**src/rtl/game_sprite_motion_unit_if.sv**
```systemverilog
// rtl/game_sprite_motion_unit_if.sv - sprite control/status bus between game master and motion unit
//
// Purpose : bundles the game master's sprite control strobes and load values
//           together with the position/visibility status returned to it.
// Modports: master - drives strobes/load values, observes position/status
//           slave  - motion unit side
// Signals : sprite_write_xy, sprite_write_dxy, sprite_write_x/y/dx/dy,
//           sprite_enable_update, sprite_x, sprite_y, sprite_within_screen
interface game_sprite_motion_unit_if #(
  parameter int X_WIDTH   = 11,
  parameter int Y_WIDTH   = 11,
  parameter int DXY_WIDTH = 4
);
  logic                 sprite_write_xy;
  logic                 sprite_write_dxy;
  logic [X_WIDTH-1:0]   sprite_write_x;
  logic [Y_WIDTH-1:0]   sprite_write_y;
  logic [DXY_WIDTH-1:0] sprite_write_dx;
  logic [DXY_WIDTH-1:0] sprite_write_dy;
  logic                 sprite_enable_update;
  logic [X_WIDTH-1:0]   sprite_x;
  logic [Y_WIDTH-1:0]   sprite_y;
  logic                 sprite_within_screen;

  modport master (
    output sprite_write_xy, sprite_write_dxy,
    output sprite_write_x, sprite_write_y, sprite_write_dx, sprite_write_dy,
    output sprite_enable_update,
    input  sprite_x, sprite_y, sprite_within_screen
  );

  modport slave (
    input  sprite_write_xy, sprite_write_dxy,
    input  sprite_write_x, sprite_write_y, sprite_write_dx, sprite_write_dy,
    input  sprite_enable_update,
    output sprite_x, sprite_y, sprite_within_screen
  );
endinterface

```
**src/rtl/game_sprite_motion_unit.sv**
```systemverilog
// rtl/game_sprite_motion_unit.sv - per-sprite position/velocity engine with screen test and pixel hit
//
// Purpose : holds a sprite's signed position and velocity, steps the position
//           once every UPDATE_PERIOD enabled clocks, reports whether the sprite
//           box overlaps the screen and produces a registered pixel hit/colour.
// Ports   : clk, rst (synchronous, active-high)
//           bus     - game_sprite_motion_unit_if.slave (strobes, loads, status)
//           pixel_x, pixel_y - current display pixel
//           rgb_en, rgb      - registered hit flag and colour (1-cycle latency)
// Option  : GAME_SPRITE_WRAP_EN - a step leaving the screen re-enters on the
//           opposite side and keeps sprite_within_screen at 1.
module game_sprite_motion_unit #(
  parameter int         SCREEN_WIDTH  = 640,
  parameter int         SCREEN_HEIGHT = 480,
  parameter int         X_WIDTH       = 11,
  parameter int         Y_WIDTH       = 11,
  parameter int         DXY_WIDTH     = 4,
  parameter int         SPRITE_WIDTH  = 8,
  parameter int         SPRITE_HEIGHT = 8,
  parameter int         UPDATE_PERIOD = 1000000,
  parameter logic [2:0] SPRITE_RGB    = 3'b110
) (
  input  logic                      clk,
  input  logic                      rst,
  game_sprite_motion_unit_if.slave  bus,
  input  logic [9:0]                pixel_x,
  input  logic [9:0]                pixel_y,
  output logic                      rgb_en,
  output logic [2:0]                rgb
);

  localparam int CNT_W = $clog2(UPDATE_PERIOD);
  localparam logic [CNT_W-1:0] CNT_LAST = CNT_W'(UPDATE_PERIOD - 1);

  // Compare widths: wide enough for the 10-bit pixel coordinates plus sign and
  // sprite extent, so no comparison can overflow.
  localparam int XC = ((X_WIDTH > 10) ? X_WIDTH : 10) + 2;
  localparam int YC = ((Y_WIDTH > 10) ? Y_WIDTH : 10) + 2;
  typedef logic signed [XC-1:0] xc_t;
  typedef logic signed [YC-1:0] yc_t;

  localparam xc_t SW_C   = xc_t'(SCREEN_WIDTH);
  localparam xc_t SPW_C  = xc_t'(SPRITE_WIDTH);
  localparam yc_t SH_C   = yc_t'(SCREEN_HEIGHT);
  localparam yc_t SPH_C  = yc_t'(SPRITE_HEIGHT);
  localparam xc_t ZERO_X = '0;
  localparam yc_t ZERO_Y = '0;
`ifdef GAME_SPRITE_WRAP_EN
  localparam xc_t WRAP_X     = xc_t'(SCREEN_WIDTH + SPRITE_WIDTH);
  localparam yc_t WRAP_Y     = yc_t'(SCREEN_HEIGHT + SPRITE_HEIGHT);
  localparam xc_t NEG_SPW_C  = xc_t'(-SPRITE_WIDTH);
  localparam yc_t NEG_SPH_C  = yc_t'(-SPRITE_HEIGHT);
`endif

  logic [X_WIDTH-1:0]   x_q, x_d;
  logic [Y_WIDTH-1:0]   y_q, y_d;
  logic [DXY_WIDTH-1:0] dx_q, dx_d;
  logic [DXY_WIDTH-1:0] dy_q, dy_d;
  logic [CNT_W-1:0]     cnt_q, cnt_d;
  logic                 within_q, within_d;
  logic                 rgb_en_q, rgb_en_d;
  logic [2:0]           rgb_q, rgb_d;

  logic step;
  xc_t  x_sum, xd_ext, x_ext, px_ext;
  yc_t  y_sum, yd_ext, y_ext, py_ext;
  logic in_screen;
  logic hit;

  always_comb begin
    step = bus.sprite_enable_update && (cnt_q == CNT_LAST);

    if (!bus.sprite_enable_update || step) cnt_d = '0;
    else                                   cnt_d = cnt_q + 1'b1;

    x_sum = xc_t'($signed(x_q)) + xc_t'($signed(dx_q));
    y_sum = yc_t'($signed(y_q)) + yc_t'($signed(dy_q));
`ifdef GAME_SPRITE_WRAP_EN
    if (x_sum >= SW_C)           x_sum = x_sum - WRAP_X;
    else if (x_sum <= NEG_SPW_C) x_sum = x_sum + WRAP_X;
    if (y_sum >= SH_C)           y_sum = y_sum - WRAP_Y;
    else if (y_sum <= NEG_SPH_C) y_sum = y_sum + WRAP_Y;
`endif

    // A position load wins over a step; the step is simply lost.
    x_d = x_q;
    y_d = y_q;
    if (bus.sprite_write_xy) begin
      x_d = bus.sprite_write_x;
      y_d = bus.sprite_write_y;
    end else if (step) begin
      x_d = X_WIDTH'(x_sum);
      y_d = Y_WIDTH'(y_sum);
    end

    // The step above already consumed the old velocity.
    dx_d = bus.sprite_write_dxy ? bus.sprite_write_dx : dx_q;
    dy_d = bus.sprite_write_dxy ? bus.sprite_write_dy : dy_q;

    xd_ext    = xc_t'($signed(x_d));
    yd_ext    = yc_t'($signed(y_d));
    in_screen = ((xd_ext + SPW_C) > ZERO_X) && (xd_ext < SW_C) &&
                ((yd_ext + SPH_C) > ZERO_Y) && (yd_ext < SH_C);

    // Visibility only changes when the position does; otherwise it is held.
    within_d = within_q;
    if (bus.sprite_write_xy) begin
      within_d = in_screen;
    end else if (step) begin
`ifdef GAME_SPRITE_WRAP_EN
      within_d = 1'b1;
`else
      within_d = in_screen;
`endif
    end

    x_ext  = xc_t'($signed(x_q));
    y_ext  = yc_t'($signed(y_q));
    px_ext = xc_t'(pixel_x);
    py_ext = yc_t'(pixel_y);
    hit    = (px_ext >= x_ext) && (px_ext < (x_ext + SPW_C)) &&
             (py_ext >= y_ext) && (py_ext < (y_ext + SPH_C));

    rgb_en_d = hit;
    rgb_d    = hit ? SPRITE_RGB : 3'b000;
  end

  always_ff @(posedge clk) begin
    if (rst) begin
      x_q      <= '0;
      y_q      <= '0;
      dx_q     <= '0;
      dy_q     <= '0;
      cnt_q    <= '0;
      within_q <= 1'b1;
      rgb_en_q <= 1'b0;
      rgb_q    <= 3'b000;
    end else begin
      x_q      <= x_d;
      y_q      <= y_d;
      dx_q     <= dx_d;
      dy_q     <= dy_d;
      cnt_q    <= cnt_d;
      within_q <= within_d;
      rgb_en_q <= rgb_en_d;
      rgb_q    <= rgb_d;
    end
  end

  assign bus.sprite_x             = x_q;
  assign bus.sprite_y             = y_q;
  assign bus.sprite_within_screen = within_q;
  assign rgb_en                   = rgb_en_q;
  assign rgb                      = rgb_q;

endmodule

```
**src/flat_wrapper.sv**
```systemverilog
// flat-port wrapper written by rule: the top's interface ports become plain ports
module game_sprite_motion_unit_flat 
#(
  parameter int         SCREEN_WIDTH  = 640,
  parameter int         SCREEN_HEIGHT = 480,
  parameter int         X_WIDTH       = 11,
  parameter int         Y_WIDTH       = 11,
  parameter int         DXY_WIDTH     = 4,
  parameter int         SPRITE_WIDTH  = 8,
  parameter int         SPRITE_HEIGHT = 8,
  parameter int         UPDATE_PERIOD = 1000000,
  parameter logic [2:0] SPRITE_RGB    = 3'b110
)
  (clk, rst, pixel_x, pixel_y, rgb_en, rgb, bus_sprite_write_xy, bus_sprite_write_dxy, bus_sprite_write_x, bus_sprite_write_y, bus_sprite_write_dx, bus_sprite_write_dy, bus_sprite_enable_update, bus_sprite_x, bus_sprite_y, bus_sprite_within_screen);
  game_sprite_motion_unit_if #(.X_WIDTH(X_WIDTH), .Y_WIDTH(Y_WIDTH), .DXY_WIDTH(DXY_WIDTH)) bus_i ();
  input  logic clk;
  input  logic rst;
  input  logic [9:0] pixel_x;
  input  logic [9:0] pixel_y;
  output logic rgb_en;
  output logic [2:0] rgb;
  input wire logic [$bits(bus_i.sprite_write_xy)-1:0] bus_sprite_write_xy;
  input wire logic [$bits(bus_i.sprite_write_dxy)-1:0] bus_sprite_write_dxy;
  input wire logic [$bits(bus_i.sprite_write_x)-1:0] bus_sprite_write_x;
  input wire logic [$bits(bus_i.sprite_write_y)-1:0] bus_sprite_write_y;
  input wire logic [$bits(bus_i.sprite_write_dx)-1:0] bus_sprite_write_dx;
  input wire logic [$bits(bus_i.sprite_write_dy)-1:0] bus_sprite_write_dy;
  input wire logic [$bits(bus_i.sprite_enable_update)-1:0] bus_sprite_enable_update;
  output wire logic [$bits(bus_i.sprite_x)-1:0] bus_sprite_x;
  output wire logic [$bits(bus_i.sprite_y)-1:0] bus_sprite_y;
  output wire logic [$bits(bus_i.sprite_within_screen)-1:0] bus_sprite_within_screen;
  assign bus_i.sprite_write_xy = bus_sprite_write_xy;
  assign bus_i.sprite_write_dxy = bus_sprite_write_dxy;
  assign bus_i.sprite_write_x = bus_sprite_write_x;
  assign bus_i.sprite_write_y = bus_sprite_write_y;
  assign bus_i.sprite_write_dx = bus_sprite_write_dx;
  assign bus_i.sprite_write_dy = bus_sprite_write_dy;
  assign bus_i.sprite_enable_update = bus_sprite_enable_update;
  assign bus_sprite_x = bus_i.sprite_x;
  assign bus_sprite_y = bus_i.sprite_y;
  assign bus_sprite_within_screen = bus_i.sprite_within_screen;
  game_sprite_motion_unit #(.SCREEN_WIDTH(SCREEN_WIDTH), .SCREEN_HEIGHT(SCREEN_HEIGHT), .X_WIDTH(X_WIDTH), .Y_WIDTH(Y_WIDTH), .DXY_WIDTH(DXY_WIDTH), .SPRITE_WIDTH(SPRITE_WIDTH), .SPRITE_HEIGHT(SPRITE_HEIGHT), .UPDATE_PERIOD(UPDATE_PERIOD), .SPRITE_RGB(SPRITE_RGB)) u_core (.clk(clk), .rst(rst), .bus(bus_i), .pixel_x(pixel_x), .pixel_y(pixel_y), .rgb_en(rgb_en), .rgb(rgb));
endmodule
```
**config.mk**
```make
export PLATFORM = sky130hd
export DESIGN_NAME = game_sprite_motion_unit_flat
export DESIGN_NICKNAME = d
export VERILOG_FILES = /design/src/rtl/game_sprite_motion_unit_if.sv /design/src/rtl/game_sprite_motion_unit.sv /design/src/flat_wrapper.sv
export SDC_FILE = /design/constraint.sdc
export NUM_CORES = 1
export LEC_CHECK = 0
export CAP_MARGIN = 15
export CELL_PAD_IN_SITES_DETAIL_PLACEMENT = 1
export CELL_PAD_IN_SITES_GLOBAL_PLACEMENT = 1
export CORE_UTILIZATION = 48
export DETAILED_ROUTE_END_ITERATION = 7
export DONT_BUFFER_PORTS = 1
export HOLD_SLACK_MARGIN = 0.06
export MAX_ROUTING_LAYER = met4
export PLACE_DENSITY_LB_ADDON = 0.1
export REMOVE_ABC_BUFFERS = 1
export SLEW_MARGIN = 20
export SYNTH_ARGS = -nofsm -noshare
export SYNTH_HDL_FRONTEND = slang
export SYNTH_SLANG_ARGS = --single-unit
```
**constraint.sdc**
```tcl
create_clock -name clk -period 4.2 [get_ports clk]
set_clock_uncertainty 0.2 [all_clocks]
set_input_delay 0.84 -clock clk [delete_from_list [all_inputs] [get_ports clk]]
set_output_delay 0.84 -clock clk [all_outputs]
set_load 0.01 [all_outputs]
```
# == Word-level counts from Yosys, hierarchy flattened ==
# Cells that the tools add are included.
# classes
n_reduce_logical,11
n_mux,7
n_lt_le_gt_ge,8
eq_ne,1
addsub,7
# op_table
op,n
adder 11 x 5 -> 12 bit (second input constant),4
2-to-1 mux 11 bit,4
> comparator 13 x 1 -> 1 bit (second input constant),2
less-than comparator 11 x 13 -> 1 bit,2
adder 11 x 4 -> 11 bit,2
>= comparator 11 bit,2
adder 20 x 1 -> 20 bit (second input constant),1
== test 20 bit (second input constant),1
less-than comparator 11 x 10 -> 1 bit (second input constant),1
less-than comparator 11 bit (second input constant),1
logical AND 1 bit,7
2-to-1 mux 3 bit,1
2-to-1 mux 1 bit,2
nonzero test 2 bit,1
OR reduction 2 bit,1
zero test 1 bit,1
logical OR 1 bit,1
# word_totals
register_bits,55
wordCells,42
inputBits,55
output_inout_bits,27

# == Logic depth before layout (Yosys ltp) ==
# Gate-level depths: netlist of the first run.
# depth
word_depth,11
ltp_mapped,16
depth_no_buf,16

# == Least setup slack after synthesis of the first run ==
# Ideal clock, no wire load.
# synth_timing
path_kind,input to register
startpoint,in bus_sprite_enable_update
endpoint,"reg u_core.within_q, in the netlist u_core.bus.sprite_within_screen"
arrival_time_ns,3.551
required_ns,3.876
n_path_buf,2
setup_slack_ns,0.325
stages,15
setup_ns,0.124
cell_sequence,nand3_1 > or3_1 > buf_4 > nor2_8 > buf_6 > mux2i_1 > a21oi_1 > ha_1 > xor2_1 > a21oi_1 > a21oi_1 > a2111oi_0 > and4_4 > a2111o_1 > o31ai_2
# synth_via
elab_chain_cells,10
elab_cells_between_ends,17
cone_classes,add/sub: 2; order compare: 4; mux: 6; reduce/logical: 5
# synth_rtl
item,line_no,source
from (decl),flat_wrapper.sv:28,input wire logic [$bits(bus_i.sprite_enable_update)-1:0] bus_sprite_enable_update;
logical AND 1 bit (*),game_sprite_motion_unit.sv:71,step = bus.sprite_enable_update && (cnt_q == CNT_LAST);
2-to-1 mux 11 bit (*),game_sprite_motion_unit.sv:91,end else if (step) begin
2-to-1 mux 11 bit (*),game_sprite_motion_unit.sv:88,if (bus.sprite_write_xy) begin
named net u_core.x_d[4],game_sprite_motion_unit.sv:55,"logic [X_WIDTH-1:0] x_q, x_d;"
adder 11 x 5 -> 12 bit,game_sprite_motion_unit.sv:102,in_screen = ((xd_ext + SPW_C) > ZERO_X) && (xd_ext < SW_C) &&
> comparator 13 x 1 -> 1 bit,game_sprite_motion_unit.sv:102,
logical AND 1 bit (*) (2 in series),game_sprite_motion_unit.sv:102,
logical AND 1 bit (*),game_sprite_motion_unit.sv:103,((yd_ext + SPH_C) > ZERO_Y) && (yd_ext < SH_C);
2-to-1 mux 1 bit,game_sprite_motion_unit.sv:109,end else if (step) begin
2-to-1 mux 1 bit (*),game_sprite_motion_unit.sv:107,if (bus.sprite_write_xy) begin
to (signal assigned),game_sprite_motion_unit.sv:144,within_q <= within_d;
to (decl),game_sprite_motion_unit.sv:60,"logic within_q, within_d;"
# The timed path passes the listed nets; every way through them passes the cells marked *. The select of a mux whose other input is x is not followed.
# A chain may end at the register's enable or synchronous reset.

# == Worst setup path after layout of the first run ==
# layout_timing
startpoint,reg u_core.cnt_q[6]
endpoint,"reg u_core.within_q, in the netlist u_core.bus.sprite_within_screen"
# layout_via
elab_chain_cells,11
elab_cells_between_ends,18
cone_classes,add/sub: 2; order compare: 4; eq/ne: 1; mux: 6; reduce/logical: 5
# layout_rtl
item,line_no,source
from (decl),game_sprite_motion_unit.sv:59,"logic [CNT_W-1:0] cnt_q, cnt_d;"
from (signal assigned),game_sprite_motion_unit.sv:143,cnt_q <= cnt_d;
== test 20 bit (*),game_sprite_motion_unit.sv:71,
logical AND 1 bit (*),game_sprite_motion_unit.sv:71,
2-to-1 mux 11 bit (*),game_sprite_motion_unit.sv:91,
2-to-1 mux 11 bit (*),game_sprite_motion_unit.sv:88,
named net u_core.x_d[4],game_sprite_motion_unit.sv:55,
adder 11 x 5 -> 12 bit,game_sprite_motion_unit.sv:102,
> comparator 13 x 1 -> 1 bit,game_sprite_motion_unit.sv:102,
logical AND 1 bit (*) (2 in series),game_sprite_motion_unit.sv:102,
logical AND 1 bit (*),game_sprite_motion_unit.sv:103,
2-to-1 mux 1 bit,game_sprite_motion_unit.sv:109,
2-to-1 mux 1 bit (*),game_sprite_motion_unit.sv:107,
# Marked as above.

==> metrics.txt, run 1 <==
CP delay by family, top=simple AND/OR/NAND/NOR gates; measured slew at the worst slew-check pin=0.5717 ns; Hold WC Path Type=flop to flop; Initial DRC Count=157; status=completed; Final Max Tran Viols=0; routability cong.=0.8693; Leakage=0.002017 uW; Post-Syn Area=roughly 4700 sq um; layout cell share with drive strength beyond 1=under 10%; Critical Path Sink Type=flop; origin of the critical flop-to-flop path=u_core.cnt_q[6]$_SDFF_PP0_; Synth top area share=22.33%; final instance count without filler cells=707; vias=4304; fillers=1174; placed cells=698; RSZ-0062 raised after global routing=no; relative slew slack=60.90%; met3 global-route usage=5.687%; Root Buffer=clkbuf_8; drt first pass iters=4; DRT Wirelength=roughly 13 mm; Vias/cell=slightly above 6; nets=692; mean post-synth cell area=~8 sq um; Die Ht=between 100 and 150 microns; initial antenna violation count=1; post-layout util=52.69%; placed cell areas=4795 sq um; maximum VDD drop=0.1263 mV; initial core utilization=about half; Core Rows=35; grt met2 use=47.73%; average wire per standard cell=19.02 microns; grt total ovfl=0; IO Pins=82; Post-Syn Instances=580; synthesis-to-finish area growth=5.421%; worst-path cell chain=or4_4 -> or3_1 -> nor2_8 -> mux2i_1 -> a21oi_1 -> ha_1 -> xor2_1 -> a21oi_1 -> a21oi_1 -> a2111oi_2 -> and4_4 -> a2111o_1 -> o31ai_2; Peak Freq=between 0.2 and 0.3 GHz; Final Cell Area=~4900 sq um; largest net degree at the start of global routing=40; # Post-CTS Setup Buffers=0; asr flop ratio synth=0%; Reg clk slew, reported paths=0.11 ns; Reg power frac=44.1%; remaining antenna violation count after routing=0; Internal=827.9 uW; fin crit period=3.986 ns; gr busiest metal=met2; Distinct cells, synth=74; slowest stage delay, CP=0.56 ns; Die ar.=~10000 sq um; Yosys Warn Count=0; clock sinks=52; DP HPWL=10.80 mm; Switch Pwr=between 400 and 500 uW; CP Class=flop to flop; Period Utilization, post-route=94.90%; Synth Register Bits=52; Worst EP arrival=4.04 ns; crit path buf inv count=0; Switching Share=32.79%; clk_lat worst skew=0.33 ns; setup TNS=0 ns; top cell type by total area after synthesis=dfxtp_1; combinational power share=between 20 and 30%; Finish-stage setup viols=0; synth top area cells=dfxtp_1 (22%), ha_1 (16%), nor2_1 (5.7%), xnor2_1 (5.3%), a21oi_1 (3.4%); core box area=around 9300 sq um; first-pass GRT wire length=about 22 mm; DRC=0; Final Hold Vio Count=0; Critical Path Start Type=flop; hold wc startpoint=u_core.cnt_q[0]$_SDFF_PP0_; Main synth FF type=dfxtp_1; Chip Width=100.6 microns; CTS max path bufs=2; crit-path max FO=9; vias in the first global route=4397; GR Util All Layers=between 20 and 30%; CP required=4.25 ns; most used cell along the critical path=a21oi_1; max-cap violations=0; PD cells=250.6 nW/um^2; total CTS buffers=5; CTS tree=done; H-tree depth=2; sequential cell area fraction in the yosys report=22.33%; Post-synth EDFFs=0; Critical Path Start=u_core.cnt_q[6]$_SDFF_PP0_; Port Buffer Count=0; share of total power in the clock network=30.5%; slowest CP cell=or3_1; M1 GR Usage=between 30% and 40%
worst register-to-register path, cell delays in order, from the launching register on:
cell       delay (ns)
dfxtp_1          0.35
or4_4            0.55
or3_1            0.56
nor2_8           0.24
mux2i_1          0.30
a21oi_1          0.13
ha_1             0.29
xor2_1           0.18
a21oi_1          0.08
a21oi_1          0.18
a2111oi_2        0.08
and4_4           0.20
a2111o_1         0.41
o31ai_2          0.18
metrics by stage:
stage	power (uW)	hold slack (ns)	setup WS, ns
after global routing	1293	0.3061	0.006558
final	1232	0.2713	0.2141
after floorplan	775.9	0.2260	0.3381
after CTS	1233	0.2783	0.08179
after global placement	850.3	0.2409	0.2054
after detailed placement	864.0	0.2532	0.06145
cell usage in the layout (no fill, tap or decap), types with 5 or more instances in the layout:
cell | netlist | final
nor2b_1 | 8 | 8
a211oi_1 | 7 | 7
o2111ai_1 | 5 | 5
o21ai_0 | 19 | 19
a31oi_1 | 6 | 6
and3_1 | 9 | 9
buf_4 | 4 | 10
o31ai_1 | 10 | 10
or3_1 | 8 | 8
o21a_1 | 10 | 10
nor3_1 | 15 | 15
clkbuf_8 | 0 | 5
inv_1 | 34 | 34
a21oi_1 | 32 | 32
ha_1 | 59 | 59
nor4_1 | 6 | 6
nand2_1 | 32 | 32
xnor2_1 | 28 | 28
nor2_1 | 71 | 71
nand2b_1 | 7 | 7
or4_1 | 5 | 5
mux2i_1 | 12 | 12
xor2_1 | 11 | 11
dfxtp_1 | 52 | 52
nand3_1 | 24 | 24
a21o_1 | 9 | 9
nand4_1 | 6 | 6
sequential cells by signal, indices dropped and copies added, names as in the netlist:
register                         flops
u_core.dx_q                          4
u_core.bus.sprite_x                 11
u_core.rgb                           1
u_core.bus.sprite_y                 11
u_core.bus.sprite_within_screen      1
u_core.cnt_q                        20
u_core.dy_q                          4
per-layer routing:
layer,routed length (microns),vias to the layer above
met2,6397,90
met5,0,-
li1,-,2111
met4,281,0
met3,690,22
met1,6076,2081
cell usage after synthesis (8+ instances only):
cell,n
nor2b_1,8
o21a_1,10
nand2_1,32
inv_1,34
o31ai_1,10
dfxtp_1,52
clkbuf_1,12
a21oi_1,32
mux2i_1,12
and3_1,9
nor3_1,15
o21ai_0,19
xnor2_1,28
nor2_1,71
a21o_1,9
xor2_1,11
or3_1,8
ha_1,59
nand3_1,24
logic make-up (layout without fill, tap and decap cells):
kind of cell / Yosys count / after routing / synth area share [%]
xor gates and xnor gates: 39 / 39 / 7.327
muxes: 13 / 13 / 2.818
and+or+nand+nor: 216 / 216 / 24.45
AOI/OAI and AO/OA: 142 / 142 / 21.26
buffers and inverters: 56 / 53 / 5.046
DFF: 52 / 52 / 22.33
other: 1 / 2 / 0.08044
adders and majority gates: 61 / 61 / 16.69
timing repair:
item / 4_1_cts / 5_1_grt
endpoints found under the setup margin: 0 / 1
gates resized for setup: 0 / 2
hold buffers: 0 / 0
layout make-up:
type,instances,area (sq um),share of cell area [%]
Antenna cell,1,2.502,0.05092
Clock buffer,6,72.57,1.477
Clock inverter,2,38.79,0.7892
Inverter,35,131.4,2.673
Multi-Input combinational cell,472,3392,69.02
Sequential cell,52,1041,21.18
Tap cell,129,161.4,3.284
Timing Repair Buffer,10,75.07,1.527
final timing paths:
path	cells after the start	slack (ns)	endpoint
worst max-delay path	13	0.21	u_core.bus.sprite_within_screen$_SDFFE_PP1P_
worst max register to register	13	0.21	u_core.bus.sprite_within_screen$_SDFFE_PP1P_
worst min register to register	1	0.27	u_core.cnt_q[0]$_SDFF_PP0_
worst min-delay path	1	0.27	u_core.cnt_q[0]$_SDFF_PP0_
power by group through the flow:
| stage | logic (uW) | registers (uW) | clock network [uW] |
|---|---|---|---|
| floorplan | 224 | 552 | 0 |
| global placement | 296 | 554 | 0 |
| detailed placement | 309 | 555 | 0 |
| CTS | 312 | 543 | 377 |
| global route | 353 | 547 | 393 |
| finish | 313 | 543 | 376 |
Power figures use the tool's default switching activity.
==> run 2: changes to the inputs <==
--- a/config.mk
+++ b/config.mk
@@ -5,6 +5,7 @@
 export SDC_FILE = /design/constraint.sdc
 export NUM_CORES = 1
 export LEC_CHECK = 0
+export ABC_CLOCK_PERIOD_IN_PS = 4200
 export CAP_MARGIN = 15
 export CELL_PAD_IN_SITES_DETAIL_PLACEMENT = 1
 export CELL_PAD_IN_SITES_GLOBAL_PLACEMENT = 1
==> results of run 2 <==
Final layout, timing and power as in run 1 (identical DEF).
==> run 3: changes to the inputs <==
--- a/config.mk
+++ b/config.mk
@@ -9,6 +9,7 @@
 export CAP_MARGIN = 15
 export CELL_PAD_IN_SITES_DETAIL_PLACEMENT = 1
 export CELL_PAD_IN_SITES_GLOBAL_PLACEMENT = 1
+export CORE_ASPECT_RATIO = 0.9
 export CORE_UTILIZATION = 48
 export DETAILED_ROUTE_END_ITERATION = 7
 export DONT_BUFFER_PORTS = 1
@@ -16,6 +17,7 @@
 export MAX_ROUTING_LAYER = met4
 export PLACE_DENSITY_LB_ADDON = 0.1
 export REMOVE_ABC_BUFFERS = 1
+export SKIP_LAST_GASP = 1
 export SLEW_MARGIN = 20
 export SYNTH_ARGS = -nofsm -noshare
 export SYNTH_HDL_FRONTEND = slang
==> metrics.txt, run 3 (synthesis gave the netlist of run 1 again) <==
initial antenna violation count=0 (was 1); Reg clk slew, reported paths=0.11 ns (about the same); hold wc startpoint=u_core.cnt_q[0]$_SDFF_PP0_ (unchanged); Chip Width=105.9 microns (was 100.6 microns); fin crit period=3.969 ns (was 3.986 ns); routability cong.=0.9129 (was 0.8693); Critical Path Sink Type=flop (unchanged); Vias/cell=6.189 (was 6.088); Reg with most FFs=u_core.cnt_q (unchanged); CTS max path bufs=2 (unchanged); n_diodes=0 (was 1); total CTS buffers=5 (unchanged); CP Class=flop to flop (unchanged); H-tree depth=2 (unchanged); drt first pass iters=4 (unchanged); clk_lat worst skew=0.32 ns (was 0.33 ns); Hold Path Cell Cnt=1 (unchanged); status=completed (unchanged); Port Buffer Count=0 (unchanged); area of the multi-input gates=3387 sq um (was 3392 sq um); crit-path max FO=9 (unchanged); Leakage=0.002026 uW (was 0.002017 uW); Top Metal Used=met4 (unchanged); DRC=0 (unchanged); clock sinks=52 (unchanged); RSZ-0062 raised after global routing=no (unchanged); Hold Path Sink=u_core.cnt_q[0]$_SDFF_PP0_ (unchanged); Hold WC Path Type=flop to flop (unchanged); final instance count without filler cells=703 (was 707); max reg flops=20 (unchanged); Reg area=1041 sq um (unchanged); nets=696 (was 692); DRT Wirelength=13.70 mm (was 13.45 mm); setup TNS=0 ns (unchanged); origin of the critical flop-to-flop path=u_core.cnt_q[6]$_SDFF_PP0_ (unchanged); wire length on met3=673 microns (was 690 microns); Initial DRC Count=207 (was 157); most common cell after layout, fill and taps aside=nor2_1 (unchanged); R2R Path End=u_core.bus.sprite_within_screen$_SDFFE_PP1P_ (unchanged); maximum VDD drop=0.1417 mV (was 0.1263 mV); overall power=1181 uW (was 1232 uW); relative slew slack=60.48% (was 60.90%); Root Buffer=clkbuf_8 (unchanged); GR Util All Layers=28.22% (was 28.18%); # Post-CTS Setup Buffers=0 (unchanged); Final Max Tran Viols=0 (unchanged); vias=4351 (was 4304); Final Cell Area=4913 sq um (was 4915 sq um); Final Hold Vio Count=0 (unchanged); final hold slack=0.2767 ns (was 0.2713 ns); Critical Path Start Type=flop (unchanged); max-cap violations=0 (unchanged); vias in the first global route=4373 (was 4397); Finish-stage setup viols=0 (unchanged); CTS Hold Bufs=0 (unchanged); fillers=1167 (was 1174); remaining antenna violation count after routing=0 (unchanged); CP required=4.21 ns (was 4.25 ns); average wire per standard cell=19.49 microns (was 19.02 microns); PD cells=240.3 nW/um^2 (was 250.6 nW/um^2); most frequent cells in the layout=nor2_1 (71), ha_1 (59), dfxtp_1 (52) (unchanged); measured slew at the worst slew-check pin=0.5779 ns (was 0.5717 ns); Worst EP arrival=3.98 ns (was 4.04 ns); Die Ht=95.50 microns (was 100.6 microns); core box area=9290 sq um (was 9328 sq um); met2 WL post-DR=6.320 mm (was 6.397 mm); M1 wire length=6.419 mm (was 6.076 mm); Core Rows=33 (was 35); R2R setup slack=0.23 ns (was 0.21 ns); placed cells=695 (was 698); placed cell areas=4816 sq um (was 4795 sq um); DP HPWL=11.03 mm (was 10.80 mm); Peak Freq=0.2520 GHz (was 0.2509 GHz); IO Pins=82 (unchanged); Die ar.=10110 sq um (about the same); Resized cells post-CTS=0 (unchanged); layout cell share with drive strength beyond 1=6.368% (was 5.719%); largest net degree at the start of global routing=40 (unchanged); first-pass GRT wire length=21.85 mm (was 21.66 mm); CTS tree=done (unchanged); initial core utilization=50.18% (was 49.98%); grt total ovfl=0 (unchanged); Period Utilization, post-route=94.50% (was 94.90%); synthesis-to-finish area growth=5.394% (was 5.421%); worst r2r path cells=13 (unchanged)
[run 3: layout make-up]
cell class                 instances  share of cell area [%]
tap                              122                   3.107
timing repair buffer              14                   2.139
clock inverter                     3                  0.5602
clock buffer                       5                   1.401
inverter                          35                   2.674
sequential                        52                   21.19
multi-input combinational        472                   68.93
[run 3: critical path, cell delays in order, from the launching register on]
cell       delay [ns]
dfxtp_1          0.35
or4_4            0.56
or3_1            0.46
nor2_8           0.20
mux2i_1          0.29
a21oi_1          0.13
ha_1             0.31
xor2_1           0.19
a21oi_1          0.15
a21oi_1          0.06
a2111oi_1        0.48
and4_4           0.29
a2111o_1         0.14
o31ai_2          0.06
[run 3: worst max-delay path by stage]
stage,startpoint,endpoint,slack (ns),cells after the start
global route,u_core.bus.sprite_x[1]$_SDFF_PP0_,u_core.bus.sprite_within_screen$_SDFFE_PP1P_,0.07,15
global placement,bus_sprite_enable_update,u_core.bus.sprite_within_screen$_SDFFE_PP1P_,0.31,13
floorplan,bus_sprite_enable_update,u_core.bus.sprite_within_screen$_SDFFE_PP1P_,0.34,13
CTS,u_core.cnt_q[6]$_SDFF_PP0_,u_core.bus.sprite_within_screen$_SDFFE_PP1P_,0.12,13
detailed placement,bus_sprite_enable_update,u_core.bus.sprite_within_screen$_SDFFE_PP1P_,0.12,14
finish,u_core.cnt_q[6]$_SDFF_PP0_,u_core.bus.sprite_within_screen$_SDFFE_PP1P_,0.23,13
[run 3: report_power, final]
part	internal (uW)	switching, uW	total, uW
registers	513	31.0	544
clock network	123	196	320
logic	137	181	317
[run 3: metrics by stage]
stage / utilization [%] / setup WS [ns]
finish: 52.89 / 0.2310
global route: 52.89 / 0.07264
CTS: 52.88 / 0.1184
detailed placement: 51.84 / 0.1219
global placement: 51.84 / 0.3130
floorplan: - / 0.3381
[run 3: routing by layer]
| layer | vias to the layer above | track usage (%) |
|---|---|---|
| met2 | 91 | 46.62 |
| li1 | 2126 | - |
| met4 | 0 | 7.755 |
| met5 | - | - |
| met3 | 22 | 5.673 |
| met1 | 2112 | 35.21 |
